<file path="config.mk">
export PLATFORM = sky130hd
export DESIGN_NAME = instr_loader
export DESIGN_NICKNAME = d
export VERILOG_FILES = /design/src/rtl/instr_loader.sv
export SDC_FILE = /design/constraint.sdc
export NUM_CORES = 1
export LEC_CHECK = 0
export ABC_AREA = 1
export BUFFER_PORTS_ARGS = -buffer_cell sky130_fd_sc_hd__buf_2
export CAP_MARGIN = 20
export CORE_ASPECT_RATIO = 1.5
export CORE_UTILIZATION = 52
export DETAILED_ROUTE_END_ITERATION = 8
export PLACE_DENSITY_LB_ADDON = 0.12
export SYNTH_ARGS = -nofsm -noshare
export SYNTH_HDL_FRONTEND = slang
export SYNTH_SLANG_ARGS = --single-unit
</file>
<file path="constraint.sdc">
create_clock -name clk -period 1.98 [get_ports clk]
set_input_delay 0.198 -clock clk [delete_from_list [all_inputs] [get_ports clk]]
set_output_delay 0.198 -clock clk [all_outputs]
set_load 0.01 [all_outputs]
</file>
<file path="src/rtl/instr_loader.sv">
// Instruction loader: receives a length-prefixed byte stream and writes
// 9-bit instruction words into an instruction memory, one word per WRITE cycle.
module instr_loader #(
  parameter int A = 10,  // instruction address width, depth 2**A (8..15)
  parameter int W = 9    // instruction word width, fixed at 9
) (
  input  logic         clk,
  input  logic         rst_n,
  input  logic         start,
  input  logic         byte_valid,
  input  logic [7:0]   byte_data,
  output logic         byte_ready,
  output logic         wr_en,
  output logic [A-1:0] wr_addr,
  output logic [W-1:0] wr_data,
  output logic         done,
  output logic         err
);

  typedef enum logic [2:0] {
    IDLE,
    LEN_LO,
    LEN_HI,
    DATA_LO,
    DATA_HI,
    WRITE,
    DONE
  } state_t;

  // Largest legal word count: the whole memory.
  localparam logic [A:0] MAX_WORDS = {1'b1, {A{1'b0}}};

  state_t     state, next_state;
  logic [7:0] len_lo;     // first length byte, held until LEN_HI arrives
  logic [A:0] n_words;    // session word count N
  logic [A:0] cnt;        // words written so far in this session (index k)
  logic [7:0] lo_q;       // low byte of the word being assembled

  logic [15:0] len16;
  logic [A:0]  n_calc;
  logic        len_bad;
  logic [A:0]  cnt_inc;
  logic        accept;

  // Length decode of the LEN_HI byte against the stored LEN_LO byte.
  assign len16   = {byte_data, len_lo};
  assign n_calc  = len16[A:0];
  assign len_bad = ((len16 >> (A + 1)) != 16'd0) || (n_calc > MAX_WORDS);
  assign cnt_inc = cnt + {{A{1'b0}}, 1'b1};
  assign accept  = byte_valid && byte_ready;

  // State register; synchronous reset aborts any session in progress.
  always_ff @(posedge clk) begin
    // NOTE: sequential state is updated with non-blocking assignments so every
    // register samples pre-edge values regardless of statement order.
    if (!rst_n) state <= IDLE;
    else        state <= next_state;
  end

  // Next-state and Moore outputs derived from the current state.
  always_comb begin
    // NOTE: every signal written here is given a default first, so no path
    // through the case can leave it unassigned and infer a latch.
    next_state = state;
    byte_ready = 1'b0;
    wr_en      = 1'b0;
    done       = 1'b0;
    unique case (state)
      IDLE: begin
        if (start) next_state = LEN_LO;
      end
      LEN_LO: begin
        byte_ready = 1'b1;
        if (accept) next_state = LEN_HI;
      end
      LEN_HI: begin
        byte_ready = 1'b1;
        if (accept) begin
          if (len_bad || (n_calc == '0)) next_state = DONE;
          else                           next_state = DATA_LO;
        end
      end
      DATA_LO: begin
        byte_ready = 1'b1;
        if (accept) next_state = DATA_HI;
      end
      DATA_HI: begin
        byte_ready = 1'b1;
        if (accept) next_state = WRITE;
      end
      WRITE: begin
        wr_en = 1'b1;
        if (cnt_inc < n_words) next_state = DATA_LO;
        else                   next_state = DONE;
      end
      DONE: begin
        done = 1'b1;
        if (start) next_state = LEN_LO;
      end
      default: next_state = IDLE;
    endcase
  end

  // Datapath: length capture, word assembly, write address/data and error flag.
  always_ff @(posedge clk) begin
    if (!rst_n) begin
      len_lo  <= '0;
      n_words <= '0;
      cnt     <= '0;
      lo_q    <= '0;
      wr_addr <= '0;
      wr_data <= '0;
      err     <= 1'b0;
    end else begin
      unique case (state)
        IDLE, DONE: begin
          if (start) begin
            cnt <= '0;
            err <= 1'b0;
          end
        end
        LEN_LO: begin
          if (byte_valid) len_lo <= byte_data;
        end
        LEN_HI: begin
          if (byte_valid) begin
            n_words <= n_calc;
            if (len_bad) err <= 1'b1;
          end
        end
        DATA_LO: begin
          if (byte_valid) lo_q <= byte_data;
        end
        DATA_HI: begin
          // Word is presented during the following WRITE cycle and held after.
          if (byte_valid) begin
            wr_addr <= cnt[A-1:0];
            wr_data <= {byte_data[0], lo_q};
            if (byte_data[7:1] != 7'd0) err <= 1'b1;
          end
        end
        WRITE: begin
          cnt <= cnt_inc;
        end
        default: ;
      endcase
    end
  end

endmodule

</file>
Yosys cells after proc, flatten, opt, wreduce, memory -nomap -nowiden
Index checks and enable logic that the tools add are counted.

Bits in registers: 61. Input bits: 12. Output and inout port bits: 23. Logic and storage cells: 63.

$add $sub $neg: 1. Order comparisons: 2. Equality and inequality tests: 15. Mux-type cells: 19. Reduce and logical (&&, ||, !) cells: 18.

Operator list (number): $pmux 11 s2 (1); $mux 3 (7); $pmux 3 s6 (1); $ne 2x2->1 const B (8); $reduce_bool 16->1 (1); $add 11x1->11 const B (1); $gt 11x11->1 const B (1); $logic_not 11->1 (1); $lt 11x11->1 (1); $mux 11 (1); $reduce_and 2->1 (5); $eq 3x3->1 const B (3); $mux 1 (8); $reduce_bool 7->1 (1); $eq 3x2->1 const B (2); $reduce_and 6->1 (1); $reduce_and 5->1 (1); $reduce_or 4->1 (1); $eq 3x1->1 const B (1); $logic_not 3->1 (1); $pmux 1 s3 (1); $reduce_bool 3->1 (1); $logic_or 1x1->1 (2); $ne 2x1->1 const B (1); 3 further kinds (3).

Logic depth before layout (Yosys ltp)
Depth in word-level cells: 6. Depth in mapped cells: 18. Gate-level depth less buffers: 18.

Worst setup path after synthesis
No wires, ideal clock.

Path type: register to register. Start point: register cnt[1]. End point: register state[2]. Data arrival time: 1845 ps. Path slack: 1 ps. Cell stages (with the launch flop): 19. Path through: dfxtp_1 -> ha_1 -> nand3_1 -> inv_1 -> nand2_1 -> o21ai_0 -> nand2_1 -> inv_1 -> ha_1 -> nand2_1 -> inv_1 -> nand2_1 -> nand2_1 -> nand2_1 -> nand3_1 -> nand2_1 -> nand3_1 -> nand2_1 -> a21oi_1.

Cells in the longest elaborated chain, start to end: 4.

Ends and longest elaborated chain: from (decl) (line 36) `logic [A:0] cnt;`; from (signal assigned) (line 143) `cnt <= cnt_inc;`; $add 11x1->11 (line 49) `assign cnt_inc = cnt + {{A{1'b0}}, 1'b1};`; $lt 11x11->1 (line 93) `if (cnt_inc < n_words) next_state = DATA_LO;`; $mux 3 (line 93); $pmux 3 s6 (line 68) `unique case (state)`; to (signal assigned) (line 57) `else state <= next_state;`; to (decl) (line 33) `state_t state, next_state;`.

Every way passes these cells. A chain may end at the register's enable or synchronous reset.

Worst setup path in the final report
Start point: register cnt[3]. End point: register state[0].

Same word-level chain as after synthesis.

==> metrics.cfg <==
[outcome]
run_status = complete, but fails checks
failing_checks = setup timing

[synthesis]
synth_sequential_area_ratio_pct = 41.1
mean_syn_cell_area_sq_um = 7.14
netlist_instances = 416
syn_area_sq_um = 2970
synth_fp_nets = 439
synth_cell_types = 33
synth.ff_latch_count = 61
yosys_warnings = 0

[global_routing]
grt_max_degree = 41
grt.total_usage_pct = 26.1
first_pass_grt_wire_length_um = 11900
grt_pass1_vias = 2672
global_route.overflow_total = 0
grt_antenna_before_repair = 0

[die]
die_area_sq_um = 6020
initial_core_utilization_pct = 54.1
chipWidth_um = 63.7
ios = 35
core_area_sq_um = 5490
die_height_um = 94.5
num_rows = 33

[setup_path]
worstPathArrival_ns = 2.32
reg2reg_depth = 15
required_ns = 2.20
cp-end-kind = flop
startpoint_type = flop
timing.setup.critical_path_class = flop to flop
critPathMaxFanout = 5

[sta]
setup_viol_count_final = 3
period_needed_ns = 2.10
fin_crit_sh_pct = 106
grt_setup_unrepaired = yes
worst_slew_pin_slew_ns = 0.456
slew_violations = 0
finalHoldViolations = 0
fin_hold_ws_ns = 0.144
setup_slack_ns = -0.118
max_clock_freq_ghz = 0.477
max-slew-margin-rel_pct = 69.6
fin_worst_skew_ns = 0.00730

[finish]
post_layout_nonfiller_instances = 554
num_antenna_cells = 0
final_net_count = 502
register_area_sq_um = 1240
utilization_of_the_core_after_routing_pct = 70.4
finalInstanceArea_sq_um = 3870
flow.area_growth_from_synthesis_pct = 30.2
filler_cell_count_in_the_final_layout = 460
layout-drive-gt1-share_pct = 29.5
area_of_the_multi_input_gates_sq_um = 1650

[clock_network]
htreeDepth = 3
cts.hold.buffers_added = 0
clock-sinks = 61
clk_path_buf_depth = 2
clk_pin_slew_ns = 0.08
ctsRootBufferMaster = clkbuf_8
cts_made_buffers = 9
clock_insertion_delay_worst_skew_ns = 0.34
cts_tree = done

[drt]
routed_wire_length_per_instance_um = 13.5
postRouteWirelength_um = 7490
firstDrtPassIters = 6
initialDrtViolationCount = 147
drcViolationCount = 0
vias = 2946
detail_route.vias_per_cell = 5.32
antenna_violating_nets_post_route = 0

[placed_design]
hpwlAfterDp_um = 5130
numPlacedInstances = 527
port_buffers = 34
placedInstanceArea_sq_um = 3320
dp_slack_ns = -0.170
placer_s_final_routability_congestion_estimate = 0.926

[power]
peak_ir_drop_on_the_vdd_network_uv = 840
p_per_area_nw_per_um2 = 1040
cellLeakagePower_nw = 1.73

[job]
max_cap_violations = 0

[hold_path]
hold_depth = 3
worst_hold_path_type = primary input to flop

[layer usage]
layer  part of all wire, %  global-route usage (%)  vias up
met5                     0                       0        -
met3                   3.2                    5.43       23
met4                   3.5                    14.2        0
met2                    53                    46.8       65
met1                    41                    28.2     1365
li1                      -                       -     1493
[path summary, 6_finish.rpt]
kind / end / start / slack (ns)
max reg2reg: state[0] / cnt[3] / -0.12
min reg2reg: wr_data[6] / wr_data[6] / 0.46
max: state[0] / cnt[3] / -0.12
min: len_lo[6] / byte_data[6] / 0.14
[cell families after synthesis]
group / count (synthesis) / synth area share, %
xor+xnor: 2 / 0.590
flops: 61 / 41.1
buf+inv: 65 / 9.06
fa+ha+maj: 11 / 4.64
compound gates: 89 / 15.9
simple gates: 188 / 28.7
[area by class of cell]
cell class	count	area share [%]
multi-input cells	290	42.6
clock buffers	9	3.20
repair buffers	69	11.5
inverters	48	4.66
flip-flops and latches	61	32.0
clock inverters	7	3.75
well taps	70	2.27
[power breakdown]
| group | switching [mW] | internal, mW | leakage (nW) |
|---|---|---|---|
| clock network | 0.533 | 0.970 | 0.130 |
| registers | 0.103 | 1.35 | 0.498 |
| logic | 0.695 | 0.364 | 1.10 |
[worst max-delay path: stages (launching register included)]
cell     delay, ns
dfxtp_4       0.39
nand2_4       0.06
nor3_4        0.20
nand3_2       0.14
nor2_2        0.13
nand2_1       0.07
nand2_1       0.08
inv_2         0.06
ha_4          0.28
nand2_4       0.05
nor2_4        0.11
nand3_2       0.09
nand4_1       0.10
nand3_1       0.07
nand2_1       0.08
a21oi_2       0.05
[repair_timing]
action	CTS	global route
setup endpoints to repair	2	3
setup buffers	8	3
resized for setup	28	17
pin swaps	5	18
[registers in the layout, summed over array words and instances (netlist names)]
name / count
cnt: 11
err: 1
len_lo: 8
lo_q: 8
n_words: 11
state: 3
wr_addr: 10
wr_data: 9
[cell usage after synthesis (all sizes together)]
cell type	number	area, sq um
nor2	35	141
or2	1	6.26
ha	11	138
nand4	5	31.3
xor2	2	17.5
o21ai	26	138
a211oi	1	7.51
o21bai	1	7.51
dfxtp	61	1220
nand3	44	243
nand2	97	372
buf	9	48.8
a21o	1	7.51
a31o	1	8.76
inv	48	180
clkbuf	8	40.0
nor3	5	52.6
nor4	1	6.26
a21oi	59	303
[metrics by stage]
step,TNS [ns],power [mW]
3_5_place_dp,-0.315,2.45
4_1_cts,-0.0265,3.96
5_1_grt,-0.629,4.24
6_report,-0.300,4.01
2_1_floorplan,0,2.21
3_3_place_gp,-0.253,2.42
[cell usage in the layout (no fill, tap or decap), drive strengths merged, types with 2 or more instances in the layout]
cell and n:
inv 49, nand2 97, xor2 2, clkbuf 9, nand4 5, a21oi 59
nand3 44, dfxtp 61, ha 11, nor2 35, bufinv 4, buf 69
o21ai 26, nor3 5
Note: power is estimated with default switching activity, not from simulation.
